===== src/rtl/udp_tx_arbiter.sv =====
// Two-channel round-robin front end for a single UDP transmit engine.
// Validates lengths, runs one packet at a time, inserts an inter-packet gap and times out a hung engine.
module udp_tx_arbiter #(
  parameter logic [15:0] MAX_BYTES  = 16'd1472,
  parameter logic [7:0]  IFG_CYCLES = 8'd12,
  parameter logic [15:0] TIMEOUT    = 16'd65535
) (
  input  logic        clk,
  input  logic        rst,
  input  logic        req0_valid,
  input  logic [15:0] req0_byte_num,
  input  logic [31:0] req0_data,
  output logic        req0_grant,
  output logic        req0_rd,
  output logic        req0_done,
  output logic        req0_err,
  input  logic        req1_valid,
  input  logic [15:0] req1_byte_num,
  input  logic [31:0] req1_data,
  output logic        req1_grant,
  output logic        req1_rd,
  output logic        req1_done,
  output logic        req1_err,
  output logic        tx_start_en,
  output logic [15:0] tx_byte_num,
  output logic [31:0] tx_data,
  input  logic        tx_req,
  input  logic        tx_done,
  output logic        busy,
  output logic        tx_timeout
);

  localparam logic [3:0] S_IDLE  = 4'b0001;
  localparam logic [3:0] S_START = 4'b0010;
  localparam logic [3:0] S_WAIT  = 4'b0100;
  localparam logic [3:0] S_GAP   = 4'b1000;

  logic [3:0]  state_q, state_d;
  logic        sel_q, sel_d;
  logic        last_q, last_d;
  logic [15:0] byte_num_q, byte_num_d;
  logic [15:0] cnt_q, cnt_d;
  logic [1:0]  done_q, done_d;
  logic [1:0]  err_q, err_d;
  logic        timeout_q, timeout_d;

  logic        pick;
  logic [15:0] pick_len;
  logic        len_ok;

  // Contention goes to the channel that was not served last.
  assign pick     = (req0_valid && req1_valid) ? ~last_q : req1_valid;
  assign pick_len = pick ? req1_byte_num : req0_byte_num;
  assign len_ok   = (pick_len != 16'd0) && (pick_len <= MAX_BYTES);

  always_comb begin
    state_d    = state_q;
    sel_d      = sel_q;
    last_d     = last_q;
    byte_num_d = byte_num_q;
    cnt_d      = cnt_q;
    done_d     = 2'b00;
    err_d      = 2'b00;
    timeout_d  = 1'b0;
    case (state_q)
      S_IDLE: begin
        if (req0_valid || req1_valid) begin
          last_d = pick;
          cnt_d  = 16'd0;
          if (len_ok) begin
            sel_d      = pick;
            byte_num_d = pick_len;
            state_d    = S_START;
          end else begin
            err_d[pick] = 1'b1;
            state_d     = S_GAP;
          end
        end
      end
      S_START: begin
        cnt_d   = 16'd0;
        state_d = S_WAIT;
      end
      S_WAIT: begin
        // A completion in the last timeout cycle still counts as success.
        if (tx_done) begin
          done_d[sel_q] = 1'b1;
          cnt_d         = 16'd0;
          state_d       = S_GAP;
        end else if (cnt_q == TIMEOUT - 16'd1) begin
          timeout_d = 1'b1;
          cnt_d     = 16'd0;
          state_d   = S_GAP;
        end else begin
          cnt_d = cnt_q + 16'd1;
        end
      end
      S_GAP: begin
        if (cnt_q == {8'd0, IFG_CYCLES} - 16'd1) begin
          cnt_d   = 16'd0;
          state_d = S_IDLE;
        end else begin
          cnt_d = cnt_q + 16'd1;
        end
      end
      default: begin
        cnt_d   = 16'd0;
        state_d = S_IDLE;
      end
    endcase
  end

  always_ff @(posedge clk or posedge rst) begin
    if (rst) begin
      state_q    <= S_IDLE;
      sel_q      <= 1'b0;
      last_q     <= 1'b1;
      byte_num_q <= 16'd0;
      cnt_q      <= 16'd0;
      done_q     <= 2'b00;
      err_q      <= 2'b00;
      timeout_q  <= 1'b0;
    end else begin
      state_q    <= state_d;
      sel_q      <= sel_d;
      last_q     <= last_d;
      byte_num_q <= byte_num_d;
      cnt_q      <= cnt_d;
      done_q     <= done_d;
      err_q      <= err_d;
      timeout_q  <= timeout_d;
    end
  end

  assign tx_start_en = (state_q == S_START);
  assign req0_grant  = (state_q == S_START) && !sel_q;
  assign req1_grant  = (state_q == S_START) &&  sel_q;
  assign req0_rd     = (state_q == S_WAIT) && tx_req && !sel_q;
  assign req1_rd     = (state_q == S_WAIT) && tx_req &&  sel_q;
  assign req0_done   = done_q[0];
  assign req1_done   = done_q[1];
  assign req0_err    = err_q[0];
  assign req1_err    = err_q[1];
  assign tx_timeout  = timeout_q;
  assign tx_byte_num = byte_num_q;
  assign tx_data     = sel_q ? req1_data : req0_data;
  assign busy        = (state_q != S_IDLE);

endmodule


===== config.mk =====
export PLATFORM = sky130hd
export DESIGN_NAME = udp_tx_arbiter
export DESIGN_NICKNAME = d
export VERILOG_FILES = /design/src/rtl/udp_tx_arbiter.sv
export SDC_FILE = /design/constraint.sdc
export NUM_CORES = 1
export LEC_CHECK = 0
export ABC_AREA = 1
export CELL_PAD_IN_SITES_DETAIL_PLACEMENT = 0
export CELL_PAD_IN_SITES_GLOBAL_PLACEMENT = 1
export CORE_MARGIN = 2
export CORE_UTILIZATION = 25
export DETAILED_ROUTE_END_ITERATION = 10
export GPL_ROUTABILITY_DRIVEN = 0
export PLACE_DENSITY_LB_ADDON = 0.12
export SYNTH_ARGS = -nofsm -noshare
export SYNTH_HDL_FRONTEND = slang
export SYNTH_SLANG_ARGS = --single-unit

===== constraint.sdc =====
create_clock -name clk -period 2.1 [get_ports clk]
set_input_delay 0.315 -clock clk [delete_from_list [all_inputs] [get_ports clk]]
set_output_delay 0.315 -clock clk [all_outputs]
set_load 0.02 [all_outputs]

**Yosys cells after proc, flatten, opt, wreduce, memory -nomap -nowiden**

Index checks and enable logic that the tools add are counted.

- Output and inout bits: 59
- Bits in latches: 0
- Memory bits (read-only): 0
- Memories: 0
- Memory bits (writable): 0
- Register bits after elaboration: 43
- Logic and storage cells: 66

- Reduce and logical (&&, ||, !) cells: 15
- Multiplexer cells: 26
- Add/subtract/negate cells: 1
- Multipliers: 0
- Equal/unequal tests: 10
- Shift-type cells: 0
- Bitwise logic cells: 1
- Div/mod/pow operators: 0
- Magnitude comparators: 5

Operators with widths:

| cell | count |
|---|---|
| $mux 16 | 5 |
| $pmux 16 s3 | 1 |
| $mux 32 | 1 |
| $mux 4 | 5 |
| $add 16x1->16 const B | 1 |
| $eq 16x16->1 const B | 1 |
| $eq 16x4->1 const B | 1 |
| $le 16x11->1 const B | 1 |
| $pmux 4 s4 | 1 |
| $reduce_bool 16->1 | 1 |
| $mux 2 | 5 |
| $logic_and 1x1->1 | 9 |
| $mux 1 | 6 |
| $reduce_and 3->1 | 2 |
| $eq 4x1->1 const B | 1 |
| $eq 4x2->1 const B | 1 |
| $eq 4x3->1 const B | 1 |
| $eq 4x4->1 const B | 1 |
| $lt 1x2->1 const B | 2 |
| $ne 2x2->1 const B | 2 |
| $ne 4x1->1 const B | 1 |
| $ne 3x3->1 const B | 1 |
| $demux 1 s1 | 2 |
| $ge 1x1->1 const B | 2 |
| other kinds (4) | 4 |

**Logic depth before layout (Yosys ltp)**

- Word-level depth: 9
- Mapped depth: 14

**Worst setup path before layout**

Ideal clock, no wire load.

- Path type: register to output
- From: register state_q[3]
- To: output port req0_grant
- Path buffers: 0
- Data arrival time: 1.503 ns
- Cell stages (with the launch flop): 6
- Path slack: 0.282 ns
- Cells stage by stage: dfrtp_1 -> inv_1 -> nand2_1 -> nor3_1 -> inv_1 -> nor2_1

- Word-level cells in the longest chain between the ends: 2

Ends and longest elaborated chain:

| what | RTL line | RTL |
|---|---|---|
| start: declaration | 38 | `logic [3:0] state_q, state_d;` |
| start signal: assignment | 124 | `state_q <= state_d;` |
| $eq 4x2->1 | -- |  |
| net tx_start_en | 24 | `output logic tx_start_en,` |
| $logic_and 1x1->1 | 136 | `assign req0_grant = (state_q == S_START) && !sel_q;` |
| end: declaration | 13 | `output logic req0_grant,` |

The timed path passes the listed nets, and every way through them passes these cells.

**Worst setup path in the final report**

- From: register sel_q
- To: output port tx_data[3]

- Word-level cells in the longest chain between the ends: 1

Ends and longest elaborated chain:

| what | RTL line | RTL |
|---|---|---|
| start: declaration | 39 | `logic sel_q, sel_d;` |
| start signal: assignment | 125 | `sel_q <= sel_d;` |
| $mux 32 | 146 | `assign tx_data = sel_q ? req1_data : req0_data;` |
| end: declaration | 26 | `output logic [31:0] tx_data,` |

No other way between the ends.

==> results.tsv <==
stage	metric	value	unit
synthesis	synth_edf_count	0	
floorplanning	floorplan.die_area	12300	sq um
floorplanning	ios	161	
clock_tree	cts_buffers	5	
timing	timing_hold_violations_final	0	
layout	utilization	47.0	%
layout	fin_area	5300	sq um
worst_setup_path	cp_num_buf_inv	3	
layout	insertedDiodeCount	0	
layout	multiInputGateArea	1650	sq um
worst_setup_path	crit_required	1780	ps
job	max-cap-violations	0	
synthesis	yosysTopAreaCell	sky130_fd_sc_hd__dfrtp_1	
synthesis	synth_top_cells_by_area	sky130_fd_sc_hd__dfrtp_1 (36%), sky130_fd_sc_hd__nand2_1 (24%), sky130_fd_sc_hd__inv_1 (5.7%)	
grt	grt_pass1_wl	15.1	mm
clock_tree	cts.root.buffer_cell	sky130_fd_sc_hd__clkbuf_16	
timing	timing.final.max_slew_violations	0	
worst_setup_path	critical_path.endpoint_type	output port	
synthesis	ys_seq_area_share	37.8	%
timing	finalSetupTns	0	ps
synthesis	synth-xor-area-share	0.307	%
synthesis	muxShareOfSynthArea	0	%
power	power_leakage	2.72	nW
layout	fillCellCount	1117	
power	vdd.ir_drop.worst	0.424	mV
synthesis	post_synth_and_or_nand_nor_area_fraction	44.6	%
floorplanning	die_height	111	um
worst_setup_path	worstSetupPathType	flop to output port	
synthesis	synth_ff_type	sky130_fd_sc_hd__dfrtp_1	
worst_setup_path	critPathMostFrequentCell	sky130_fd_sc_hd__nand2_1	
clock_tree	clk_path_buf_depth	2	
synthesis	post_synth.cell_area_avg	6.56	sq um
grt	grt_antenna_before_repair	0	
layout	area_growth	85.6	%
grt	groute.layer.met1.usage	18.4	%
floorplanning	floorplan.initialDensity	25.3	%
clock_tree	total_clock_sinks	43	
route	antenna_violating_nets_post_route	0	
route	initialDrtViolationCount	107	
synthesis	synth_top_area_share	35.9	%
synthesis	netlist_area	2860	sq um
worst_setup_path	worstPathMaxFanout	16	
clock_tree	worst_skew_pair.late_latency	290	ps
layout	seqCellArea	1080	sq um
clock_tree	htree_levels	2	
power	power-per-cell-area	945	nW/um^2
timing	whs	464	ps
clock_tree	cts-hold-fix-buffers	0	
floorplanning	die_w	111	um
route	drt-vias-per-instance	4.27	
synthesis	synth_cell_count_leaders	sky130_fd_sc_hd__nand2_1 (183), sky130_fd_sc_hd__inv_1 (43), sky130_fd_sc_hd__nor2_1 (42)	
timing	timing.slew.headroom	64.0	%
timing	timing.clock.skew	12.5	ps
worst_setup_path	crit_path_cell_trace	clkinv_1 > buf_4 > nand2_1 > nand2_1 > clkdlybuf4s50_1	
floorplanning	fp.coreArea	11300	sq um
timing	setup-violations-final	0	
synthesis	ys_types	33	
min_path	hp-class	primary input to async pin	
grt	gr-usage-all-layers	14.7	%
synthesis	yosysMostFrequentCell	sky130_fd_sc_hd__nand2_1	
route	detail_route.first_pass.iterations	4	
outcome	run_status	finished clean	
grt	met3_track_usage_gr	3.06	%
synthesis	yosys_warning_total	0	
worst_setup_path	cp_data_arrival_time	1690	ps
grt	met2_resource_use_gr	26.3	%
timing	finalCritPeriodShare	95.6	%
clock_tree	tritoncts	built	
synthesis	synthAdderAreaFrac	0.876	%
grt	grt_start_max_net_pins	44	
layout	layout-drive-gt1-share	18.1	%
worst_setup_path	cpLargestDelayFamily	buffers and inverters	
layout	nNetsFinal	737	
synthesis	synth_nets	539	
timing	max_slew.worst_pin.slew	540	ps
worst_setup_path	cpMaxStageDelayCell	sky130_fd_sc_hd__clkdlybuf4s50_1	
worst_setup_path	max_stage_delay	600	ps
placement	post_dp_cell_area	4830	sq um
route	remaining_drc_errors	0	
synthesis	synth-compound-area-share	6.75	%
grt	grt_busiest_layer	met2	
timing	rsz_0062_raised_after_global_routing	yes	
route	detail_routed_net_length_per_standard_cell	12.0	um
synthesis	cell_count_after_synthesis	435	
clock_tree	clk_pin_slew_worst_paths	70	ps
placement	place_hpwl	7.42	mm
worst_setup_path	start_kind	flop	
grt	grt_pass1_vias	3059	
route	via_count	3318	
grt	overflow	0	
timing	timing.final.crit_period	2010	ps
timing	fmax	498	MHz
synthesis	synth-seq-cells	43	
synthesis	main_combinational_cell_family_by_area_after_synthesis	simple AND/OR/NAND/NOR gates	
synthesis	async_flop_share	100	%
route	postRouteWirelength	9.29	mm
placement	placement.io_buffers	160	
floorplanning	rows	39	
[worst paths after layout]
check                      slack, ps  cells after the start         endpoint            start
setup / recovery                  90                      5       tx_data[3]            sel_q
hold / removal                   460                      3         cnt_q[4]              rst
setup reg to reg                 110                     13   tx_byte_num[8]           last_q
hold reg to reg                  470                      2  tx_byte_num[14]  tx_byte_num[14]
max in group asynchronous       1250                      3           last_q              rst
min in group clk                 470                      2  tx_byte_num[14]  tx_byte_num[14]
[sequential cells by signal, summed over array words and instances (netlist names)]
name	cells
cnt_q	16
state_q	4
done_q	2
tx_timeout	1
tx_byte_num	16
err_q	2
sel_q	1
last_q	1
[per-stage QoR]
| stage | power [mW] | cells | setup slack [ps] |
|---|---|---|---|
| 2_1_floorplan | 2.54 | 435 | 282 |
| 3_3_place_gp | 3.88 | 761 | -185 |
| 3_5_place_dp | 3.89 | 761 | -242 |
| 4_1_cts | 4.94 | 769 | 27.6 |
| 5_1_grt | 5.36 | 777 | -65.0 |
| 6_report | 5.01 | 777 | 93.4 |
[cell usage in the layout (no fill, tap or decap), types with 2 or more instances in the layout]
| master | netlist | final |
|---|---|---|
| sky130_fd_sc_hd__clkinv_1 | 1 | 2 |
| sky130_fd_sc_hd__clkdlybuf4s50_1 | 0 | 136 |
| sky130_fd_sc_hd__nor2_2 | 1 | 5 |
| sky130_fd_sc_hd__a21oi_1 | 11 | 11 |
| sky130_fd_sc_hd__inv_2 | 1 | 3 |
| sky130_fd_sc_hd__nor2_1 | 42 | 37 |
| sky130_fd_sc_hd__nand2_1 | 183 | 170 |
| sky130_fd_sc_hd__clkbuf_16 | 0 | 5 |
| sky130_fd_sc_hd__dlygate4sd2_1 | 0 | 2 |
| sky130_fd_sc_hd__o21ai_2 | 6 | 6 |
| sky130_fd_sc_hd__o21ai_0 | 7 | 7 |
| sky130_fd_sc_hd__nand3b_1 | 3 | 3 |
| sky130_fd_sc_hd__bufinv_16 | 0 | 2 |
| sky130_fd_sc_hd__clkbuf_2 | 0 | 2 |
| sky130_fd_sc_hd__inv_1 | 43 | 40 |
| sky130_fd_sc_hd__nand4_1 | 5 | 5 |
| sky130_fd_sc_hd__nand3_1 | 30 | 22 |
| sky130_fd_sc_hd__nand2_2 | 15 | 26 |
| sky130_fd_sc_hd__nand2_4 | 2 | 4 |
| sky130_fd_sc_hd__nand2_8 | 0 | 2 |
| sky130_fd_sc_hd__dlymetal6s2s_1 | 0 | 20 |
| sky130_fd_sc_hd__buf_4 | 2 | 34 |
| sky130_fd_sc_hd__nor4_1 | 2 | 2 |
| sky130_fd_sc_hd__dfstp_2 | 2 | 2 |
| sky130_fd_sc_hd__nor3_1 | 12 | 11 |
| sky130_fd_sc_hd__nand3_2 | 0 | 8 |
| sky130_fd_sc_hd__ha_1 | 2 | 2 |
| sky130_fd_sc_hd__dfrtp_1 | 41 | 41 |
| sky130_fd_sc_hd__buf_6 | 5 | 9 |
[repair_timing]
item / CTS / global route
endpoints found under the setup margin: 5 / 45
resized for setup: 5 / 71
hold endpoints to repair: 0 / 0
setup buffers: 0 / 5
gates cloned: 0 / 3
pin swaps: 0 / 25
[per-layer routing]
layer / routed length, um / vias to the layer above
met4: 66 / 0
li1: - / 1758
met3: 479 / 7
met2: 4750 / 95
met5: 0 / -
met1: 3990 / 1458
[layout make-up]
cell class,instances,area share (%)
inverter,45,3.19
multi-input combinational,333,31.1
sequential,43,20.4
clock inverter,3,1.35
timing repair buffer,205,38.3
tap,143,3.38
clock buffer,5,2.36
[power breakdown]
group | switching [mW] | total, mW | internal (mW)
sequential | 0.127 | 1.12 | 0.991
clock | 0.344 | 1.03 | 0.690
combinational | 1.52 | 2.86 | 1.34
[tightest hold or removal path, stage by stage]
cell	delay, ps
sky130_fd_sc_hd__clkdlybuf4s50_1	400
sky130_fd_sc_hd__clkinv_1	50
sky130_fd_sc_hd__buf_4	450
[cell families (layout without fill, tap and decap cells)]
family,after synthesis,count (layout)
compound gates,30,30
xor+xnor,1,1
fa+ha+maj,2,2
buf+inv,61,258
flops,43,43
simple gates,298,300
Note: power is estimated with default switching activity, not from simulation.
